==> src/rtl/sprite_renderer_if.sv <==
// Sprite renderer bus: sprite positions/status in, pixel write port out.
// Latency: none (wires only).
// Backpressure: none; the pixel sink must take one pixel per cycle while plot is high.
interface sprite_renderer_if;
    logic       play;
    logic [7:0] playerX;
    logic [6:0] playerY;
    logic [7:0] enemyX;
    logic [6:0] enemyY;
    logic [2:0] enemy_size;
    logic       player_hit;
    logic [7:0] vga_x;
    logic [6:0] vga_y;
    logic [2:0] vga_colour;
    logic       plot;
    logic       busy;
    logic       frame_done;

    modport master (
        input  play, playerX, playerY, enemyX, enemyY, enemy_size, player_hit,
        output vga_x, vga_y, vga_colour, plot, busy, frame_done
    );

    modport slave (
        output play, playerX, playerY, enemyX, enemyY, enemy_size, player_hit,
        input  vga_x, vga_y, vga_colour, plot, busy, frame_done
    );
endinterface

==> src/rtl/sprite_renderer.sv <==
// Sprite renderer: per frame tick, erases last frame's player/enemy squares and draws the new ones (SPRITE_RENDERER_HIT_FLASH_EN adds hit flashing).
// Latency: first pixel in the cycle after the tick; pixel outputs are combinational from state, one pixel per cycle.
// Backpressure: none; the pixel sink must accept every plot strobe.
module sprite_renderer #(
    parameter int         FRAME_DIV     = 833332,
    parameter int         PLAYER_SIZE   = 3,
    parameter logic [2:0] BG_COLOUR     = 3'b000,
    parameter logic [2:0] PLAYER_COLOUR = 3'b111,
    parameter logic [2:0] ENEMY_COLOUR  = 3'b100,
    parameter logic [2:0] HIT_COLOUR    = 3'b110
) (
    input  logic               clk,
    input  logic               resetn,
    sprite_renderer_if.master  bus
);
    localparam int         CW    = (FRAME_DIV < 1) ? 1 : $clog2(FRAME_DIV + 1);
    localparam logic [7:0] PSIZE = 8'(PLAYER_SIZE);

    // Encoding order matters: a pass state's value is the index of the pass after it.
    typedef enum logic [2:0] {
        IDLE = 3'd0, ERASE_P = 3'd1, ERASE_E = 3'd2, DRAW_P = 3'd3, DRAW_E = 3'd4, DONE = 3'd5
    } state_e;

    // First non-empty pass at or after pass index from_i (0 = ERASE_P .. 3 = DRAW_E).
    function automatic state_e pick(input logic [2:0] from_i, input logic [3:0] act);
        state_e r;
        r = DONE;
        if (act[3] && from_i <= 3'd3) r = DRAW_E;
        if (act[2] && from_i <= 3'd2) r = DRAW_P;
        if (act[1] && from_i <= 3'd1) r = ERASE_E;
        if (act[0] && from_i == 3'd0) r = ERASE_P;
        return r;
    endfunction

    state_e        state_q, state_d;
    logic [CW-1:0] cnt_q, cnt_d;
    logic [7:0]    ox_q, ox_d, oy_q, oy_d;
    logic [7:0]    new_px_q, new_px_d, new_ex_q, new_ex_d;
    logic [6:0]    new_py_q, new_py_d, new_ey_q, new_ey_d;
    logic [2:0]    new_es_q, new_es_d;
    logic [7:0]    prev_px_q, prev_px_d, prev_ex_q, prev_ex_d;
    logic [6:0]    prev_py_q, prev_py_d, prev_ey_q, prev_ey_d;
    logic [2:0]    prev_es_q, prev_es_d;
    logic          prev_valid_q, prev_valid_d;
`ifdef SPRITE_RENDERER_HIT_FLASH_EN
    logic          new_hit_q, new_hit_d;
    logic          parity_q, parity_d;
`endif

    logic [7:0] cur_size, base_x;
    logic [6:0] base_y;
    logic [8:0] px, py;
    logic       in_pass;
    logic [2:0] es_src;
    logic [3:0] act;

    always_comb begin
        cur_size = PSIZE;
        base_x   = new_px_q;
        base_y   = new_py_q;
        in_pass  = 1'b1;
        case (state_q)
            ERASE_P: begin base_x = prev_px_q; base_y = prev_py_q; end
            ERASE_E: begin base_x = prev_ex_q; base_y = prev_ey_q; cur_size = {5'd0, prev_es_q}; end
            DRAW_P:  begin base_x = new_px_q;  base_y = new_py_q;  end
            DRAW_E:  begin base_x = new_ex_q;  base_y = new_ey_q;  cur_size = {5'd0, new_es_q}; end
            default: in_pass = 1'b0;
        endcase
        // 9-bit sums so an offset past the screen edge never wraps back on-screen.
        px = {1'b0, base_x} + {1'b0, ox_q};
        py = {2'b00, base_y} + {1'b0, oy_q};

        bus.plot       = in_pass && (px < 9'd160) && (py < 9'd120);
        bus.vga_x      = in_pass ? px[7:0] : 8'd0;
        bus.vga_y      = in_pass ? py[6:0] : 7'd0;
        bus.vga_colour = BG_COLOUR;
        if (state_q == DRAW_E) bus.vga_colour = ENEMY_COLOUR;
        if (state_q == DRAW_P) begin
`ifdef SPRITE_RENDERER_HIT_FLASH_EN
            bus.vga_colour = (new_hit_q && parity_q) ? HIT_COLOUR : PLAYER_COLOUR;
`else
            bus.vga_colour = PLAYER_COLOUR;
`endif
        end
        bus.busy       = (state_q != IDLE);
        bus.frame_done = (state_q == DONE);
    end

    always_comb begin
        state_d      = state_q;
        cnt_d        = cnt_q;
        ox_d         = ox_q;
        oy_d         = oy_q;
        new_px_d     = new_px_q;
        new_py_d     = new_py_q;
        new_ex_d     = new_ex_q;
        new_ey_d     = new_ey_q;
        new_es_d     = new_es_q;
        prev_px_d    = prev_px_q;
        prev_py_d    = prev_py_q;
        prev_ex_d    = prev_ex_q;
        prev_ey_d    = prev_ey_q;
        prev_es_d    = prev_es_q;
        prev_valid_d = prev_valid_q;
`ifdef SPRITE_RENDERER_HIT_FLASH_EN
        new_hit_d    = new_hit_q;
        parity_d     = parity_q;
`endif
        // On the tick cycle the enemy size has not been latched yet, so look at the live input.
        es_src = (state_q == IDLE) ? bus.enemy_size : new_es_q;
        act    = {es_src != 3'd0, PSIZE != 8'd0,
                  prev_valid_q && (prev_es_q != 3'd0), prev_valid_q && (PSIZE != 8'd0)};

        case (state_q)
            IDLE: begin
                if (bus.play) begin
                    if (cnt_q == CW'(FRAME_DIV)) begin
                        cnt_d    = '0;
                        new_px_d = bus.playerX;
                        new_py_d = bus.playerY;
                        new_ex_d = bus.enemyX;
                        new_ey_d = bus.enemyY;
                        new_es_d = bus.enemy_size;
`ifdef SPRITE_RENDERER_HIT_FLASH_EN
                        new_hit_d = bus.player_hit;
`endif
                        state_d  = pick(3'd0, act);
                    end else begin
                        cnt_d = cnt_q + CW'(1);
                    end
                end
            end
            DONE: begin
                prev_px_d    = new_px_q;
                prev_py_d    = new_py_q;
                prev_ex_d    = new_ex_q;
                prev_ey_d    = new_ey_q;
                prev_es_d    = new_es_q;
                prev_valid_d = 1'b1;
`ifdef SPRITE_RENDERER_HIT_FLASH_EN
                parity_d     = ~parity_q;
`endif
                state_d      = IDLE;
            end
            default: begin
                if (ox_q == cur_size - 8'd1) begin
                    ox_d = 8'd0;
                    if (oy_q == cur_size - 8'd1) begin
                        oy_d    = 8'd0;
                        state_d = pick(state_q, act);
                    end else begin
                        oy_d = oy_q + 8'd1;
                    end
                end else begin
                    ox_d = ox_q + 8'd1;
                end
            end
        endcase
    end

    always_ff @(posedge clk or negedge resetn) begin
        if (!resetn) begin
            state_q      <= IDLE;
            cnt_q        <= '0;
            ox_q         <= '0;
            oy_q         <= '0;
            new_px_q     <= '0;
            new_py_q     <= '0;
            new_ex_q     <= '0;
            new_ey_q     <= '0;
            new_es_q     <= '0;
            prev_px_q    <= '0;
            prev_py_q    <= '0;
            prev_ex_q    <= '0;
            prev_ey_q    <= '0;
            prev_es_q    <= '0;
            prev_valid_q <= 1'b0;
`ifdef SPRITE_RENDERER_HIT_FLASH_EN
            new_hit_q    <= 1'b0;
            parity_q     <= 1'b0;
`endif
        end else begin
            state_q      <= state_d;
            cnt_q        <= cnt_d;
            ox_q         <= ox_d;
            oy_q         <= oy_d;
            new_px_q     <= new_px_d;
            new_py_q     <= new_py_d;
            new_ex_q     <= new_ex_d;
            new_ey_q     <= new_ey_d;
            new_es_q     <= new_es_d;
            prev_px_q    <= prev_px_d;
            prev_py_q    <= prev_py_d;
            prev_ex_q    <= prev_ex_d;
            prev_ey_q    <= prev_ey_d;
            prev_es_q    <= prev_es_d;
            prev_valid_q <= prev_valid_d;
`ifdef SPRITE_RENDERER_HIT_FLASH_EN
            new_hit_q    <= new_hit_d;
            parity_q     <= parity_d;
`endif
        end
    end
endmodule

==> src/flat_wrapper.sv <==
// flat-port wrapper written by rule: the top's interface ports become plain ports
module sprite_renderer_flat 
#(
    parameter int         FRAME_DIV     = 833332,
    parameter int         PLAYER_SIZE   = 3,
    parameter logic [2:0] BG_COLOUR     = 3'b000,
    parameter logic [2:0] PLAYER_COLOUR = 3'b111,
    parameter logic [2:0] ENEMY_COLOUR  = 3'b100,
    parameter logic [2:0] HIT_COLOUR    = 3'b110
)
  (clk, resetn, bus_play, bus_playerX, bus_playerY, bus_enemyX, bus_enemyY, bus_enemy_size, bus_player_hit, bus_vga_x, bus_vga_y, bus_vga_colour, bus_plot, bus_busy, bus_frame_done);
  sprite_renderer_if bus_i ();
  input  logic clk;
  input  logic resetn;
  input wire logic [$bits(bus_i.play)-1:0] bus_play;
  input wire logic [$bits(bus_i.playerX)-1:0] bus_playerX;
  input wire logic [$bits(bus_i.playerY)-1:0] bus_playerY;
  input wire logic [$bits(bus_i.enemyX)-1:0] bus_enemyX;
  input wire logic [$bits(bus_i.enemyY)-1:0] bus_enemyY;
  input wire logic [$bits(bus_i.enemy_size)-1:0] bus_enemy_size;
  input wire logic [$bits(bus_i.player_hit)-1:0] bus_player_hit;
  output wire logic [$bits(bus_i.vga_x)-1:0] bus_vga_x;
  output wire logic [$bits(bus_i.vga_y)-1:0] bus_vga_y;
  output wire logic [$bits(bus_i.vga_colour)-1:0] bus_vga_colour;
  output wire logic [$bits(bus_i.plot)-1:0] bus_plot;
  output wire logic [$bits(bus_i.busy)-1:0] bus_busy;
  output wire logic [$bits(bus_i.frame_done)-1:0] bus_frame_done;
  assign bus_i.play = bus_play;
  assign bus_i.playerX = bus_playerX;
  assign bus_i.playerY = bus_playerY;
  assign bus_i.enemyX = bus_enemyX;
  assign bus_i.enemyY = bus_enemyY;
  assign bus_i.enemy_size = bus_enemy_size;
  assign bus_i.player_hit = bus_player_hit;
  assign bus_vga_x = bus_i.vga_x;
  assign bus_vga_y = bus_i.vga_y;
  assign bus_vga_colour = bus_i.vga_colour;
  assign bus_plot = bus_i.plot;
  assign bus_busy = bus_i.busy;
  assign bus_frame_done = bus_i.frame_done;
  sprite_renderer #(.FRAME_DIV(FRAME_DIV), .PLAYER_SIZE(PLAYER_SIZE), .BG_COLOUR(BG_COLOUR), .PLAYER_COLOUR(PLAYER_COLOUR), .ENEMY_COLOUR(ENEMY_COLOUR), .HIT_COLOUR(HIT_COLOUR)) u_core (.clk(clk), .resetn(resetn), .bus(bus_i));
endmodule
==> config.mk <==
export PLATFORM = sky130hd
export DESIGN_NAME = sprite_renderer_flat
export DESIGN_NICKNAME = d
export VERILOG_FILES = /design/src/rtl/sprite_renderer_if.sv /design/src/rtl/sprite_renderer.sv /design/src/flat_wrapper.sv
export SDC_FILE = /design/constraint.sdc
export NUM_CORES = 1
export LEC_CHECK = 0
export ABC_AREA = 1
export BUFFER_PORTS_ARGS = -buffer_cell sky130_fd_sc_hd__buf_4
export CAP_MARGIN = 20
export CORE_ASPECT_RATIO = 1.25
export CORE_UTILIZATION = 54
export CTS_CLUSTER_DIAMETER = 50
export DETAILED_ROUTE_END_ITERATION = 12
export PLACE_DENSITY = 0.79
export SLEW_MARGIN = 5
export SYNTH_ARGS = -nofsm -noshare
export SYNTH_HDL_FRONTEND = slang
export SYNTH_SLANG_ARGS = --single-unit
==> constraint.sdc <==
create_clock -name clk -period 3.59 [get_ports clk]
set_input_delay 0.5385 -clock clk [delete_from_list [all_inputs] [get_ports clk]]
set_output_delay 0.5385 -clock clk [all_outputs]
set_load 0.005 [all_outputs]
==> impl_results.md <==
* Total wire length at 17.10 mm
* Number of global-route vias before repair at 5,386
* Area growth, synth to finish at 25.11%
* Fillers at 810
* Vias per cell at between 5 and 6
* Tightest Pin Transition at 1.059 ns
* Core ar. at 11,140 um2
* Switching Power at between 3 and 4 mW
* DPL Wire Length at 10.49 mm
* Cells after Synth at roughly 780
* Sw Share at 0.4431
* Clock root buffer: clkbuf_16
* Combinational share of power at 0.628
* Post-synth cell types at 45
* CTS Hold Bufs at 0
* Post-synthesis async set-or-reset flop share at 1.000
* Peak supply drop at 0.4839 mV
* Boundary pin count at 58
* Pwr dens at between 900 and 1000 nW/um2
* Placer Congestion at 0.9402
* EDFF count, synth at 0
* Die height at 121.6 um
* TritonCTS Buffers at 9
* PnR Total Power at about 7.2 mW
* Largest net degree at the start of global routing at 95
* CTS H-Tree Depth at 3
* CP startpoint kind: flip-flop
* Crit path max fanout at 5
* Ratio of cells with drive above 1 in the final layout at 0.2520
* Mapped Avg Cell Area at slightly below 8 um2
* CP arrival at 3.27 ns
* Die Wd at about 98 um
* # port buffers at 56
* Final Cell Area at around 7700 um2
* Clk slew on worst S/H paths at about 0.070 ns
* Sink Count at 106
* Sequential Area at 2656 um2
* Hold Vio Cnt, Final at 0
* Initial antenna violation count at 0
* Pint at roughly 4 mW
* CTS tree: yes
* Flop pwr share at 0.246
* Endpoint class of the critical path: output port
* Layout Cells excl Fill at 1,008
* Global Route Usage Sum at 0.2686
* # setup viols final at 5
* Ys Warns at 0
* Number of vias in the routed layout at 5,949
* DRC at 8
* Initial Util at 0.5544
* F_max at 262.9 MHz
* Bufs on Longest Clock Path at 2
* Worst clock skew at between 0.005 and 0.006 ns
* Clock power frac at 0.127
* Yosys reg bits at between 100 and 150
* Final min period at 3.804 ns
* Relative slew slack at 0.2930
* Slew Limit Fails at 0
* Post-synthesis sequential area ratio at 0.4296
* Max-cap violations at 0
* Area of the multi-input gates at 3298 um2
* Post-route antenna net violation count at 0
* Fin crit share at 1.060
* PnR worst setup slack at -0.2140 ns
* Most used DFF post-synth: dfrtp_1
* Mapped cell area at 6175 um2
* RSZ-0062 raised after global routing: true
* First-pass GRT wire length at 25.32 mm
* GR Overflow Total at 0
* Final Net Count at 933
* Ant diodes at 0
* Crit path kind: reg -> out
* Initial DRC count at 582
* Hold/Removal Path Class: in -> async
* Syn_nets at 841
* Pleak at 3.720 nW
* Min Hold Slack at 0.03302 ns
* DP Area at 6793 um2
* Drt first pass iters at 10
* Placed cells at about 960
* Drt wl/cell at approximately 17 um
* DIE AREA at 11,870 um2
* Row count at 43
* Violations in the final reports: DRC, setup timing
* Later-pin clock latency in the skew report at 0.34 ns
* Status: complete, but fails checks
* CP required at around 3.1 ns
-- cells by family (layout without fill, tap and decap cells) --
| group | count (synthesis) | in the layout | share of synthesized area |
|---|---|---|---|
| compound gates | 176 | 176 | 0.1574 |
| fa+ha+maj | 27 | 27 | 0.05714 |
| xor+xnor | 25 | 25 | 0.03546 |
| simple gates | 299 | 299 | 0.2278 |
| flops | 106 | 106 | 0.4296 |
| buf+inv | 144 | 240 | 0.09260 |
-- path summary, 6_finish.rpt --
check	cells past startpoint	to	slack, ns	startpoint
worst min register to register	2	u_core.prev_ex_q[5]	0.49	u_core.new_ex_q[5]
max in group asynchronous	2	u_core.prev_ey_q[5]	2.81	resetn
worst min-delay path	1	u_core.oy_q[4]	0.03	resetn
worst max register to register	18	u_core.state_q[1]	0.38	u_core.state_q[0]
worst max-delay path	19	bus_plot	-0.21	u_core.state_q[1]
min in group clk	3	u_core.new_px_q[1]	0.40	bus_playerX[1]
-- state kept, by name, summed over array words and instances (netlist names), named ones only --
signal	cells
u_core.ox_q	8
u_core.new_ex_q	8
u_core.new_py_q	7
u_core.new_px_q	8
u_core.prev_ey_q	7
u_core.new_es_q	3
u_core.prev_py_q	7
u_core.prev_ex_q	8
u_core.oy_q	8
u_core.prev_valid_q	1
u_core.cnt_q	20
u_core.prev_px_q	8
u_core.state_q	2
u_core.prev_es_q	3
u_core.new_ey_q	7
-- critical path, stage by stage (launching register included) --
cell      delay [ns]
dfrtp_2         0.45
buf_6           0.14
nand3_4         0.11
nand2_4         0.07
nor2_4          0.13
buf_6           0.15
a211oi_2        0.06
a21oi_2         0.13
ha_2            0.22
inv_2           0.05
fa_2            0.37
nor2_1          0.13
o21ai_1         0.08
nand2_1         0.13
nand3_1         0.10
nand2_1         0.08
xor2_1          0.19
a21oi_1         0.11
nor2_2          0.10
buf_4           0.11
-- repair_timing --
| action | CTS | global route |
|---|---|---|
| endpoints found under the setup margin | 7 | 7 |
| setup buffers | 16 | 20 |
| pin swaps | 19 | 35 |
| gates resized for setup | 35 | 57 |
-- power by group through the flow --
stage	logic (mW)	registers, mW	clock network, mW
finish	4.49	1.76	0.906
global route	4.87	1.77	0.968
CTS	3.54	1.71	0.912
detailed placement	3.15	1.72	0
global placement	3.01	1.71	0
floorplan	2.13	1.63	0
-- layout by cell type (no fill, tap or decap), types with 3 or more instances in the layout --
cell type,synthesis,routed
inv_2,6,12
o21ai_0,87,84
buf_12,0,5
a21oi_1,41,26
a211oi_2,0,7
dfrtp_1,106,103
nor2_2,3,5
nand2_1,140,135
o22ai_2,0,4
ha_4,0,5
nor3_2,1,3
nor3_1,17,15
o22ai_1,14,9
ha_1,25,18
inv_1,109,103
a211oi_4,0,4
a21oi_2,0,14
nor2_1,55,51
nor2_4,7,9
nand2_2,2,6
buf_4,3,100
a211oi_1,17,6
xor2_1,17,16
dfrtp_2,0,3
xnor2_1,8,8
nand4_1,17,17
nor4_1,4,4
nand3_2,2,5
o21ai_1,7,9
clkbuf_16,0,9
nand3_1,40,37
nand2_4,3,4
-- layout make-up --
cell class,instances,share of cell area
repair buffers,109,0.1169
well taps,135,0.02187
multi-input cells,527,0.4270
clock inverters,4,0.003563
clock buffers,11,0.03013
flip-flops and latches,106,0.3439
inverters,116,0.05669
-- Yosys cell counts (all sizes together), types with 2 or more instances --
cell / number / area [um2]
nor2: 66 / 324.1
xnor2: 8 / 70.07
nand2: 145 / 571.8
o211ai: 2 / 15.01
inv: 116 / 437.9
clkbuf: 16 / 60.06
xor2: 17 / 148.9
ha: 25 / 312.8
or2: 3 / 18.78
a21o: 2 / 15.01
nand4: 18 / 118.9
fa: 2 / 40.04
o21ai: 95 / 479.2
a211oi: 17 / 127.6
dfrtp: 106 / 2653
nand3: 43 / 237.7
o22ai: 14 / 87.58
buf: 12 / 73.82
nor3: 18 / 95.09
nor4: 4 / 25.02
a21oi: 41 / 205.2
-- per-layer routing --
metal,track usage,share of wire,vias to the layer above
met5,0,0,-
met2,0.4552,0.50,313
met1,0.3355,0.39,2818
met3,0.04246,0.063,74
met4,0.1354,0.045,0
li1,-,-,2744
-- through the flow --
step | setup TNS (ns) | worst slack, ns | utilization
after floorplan | 0 | 0.004965 | -
after global placement | 0 | 0.09921 | 0.6099
after detailed placement | 0 | 0.004768 | 0.6099
after CTS | -0.03864 | -0.03864 | 0.6554
after global routing | -1.218 | -0.3502 | 0.6936
final | -0.3963 | -0.2140 | 0.6936
Note: power is estimated with default switching activity, not from simulation.
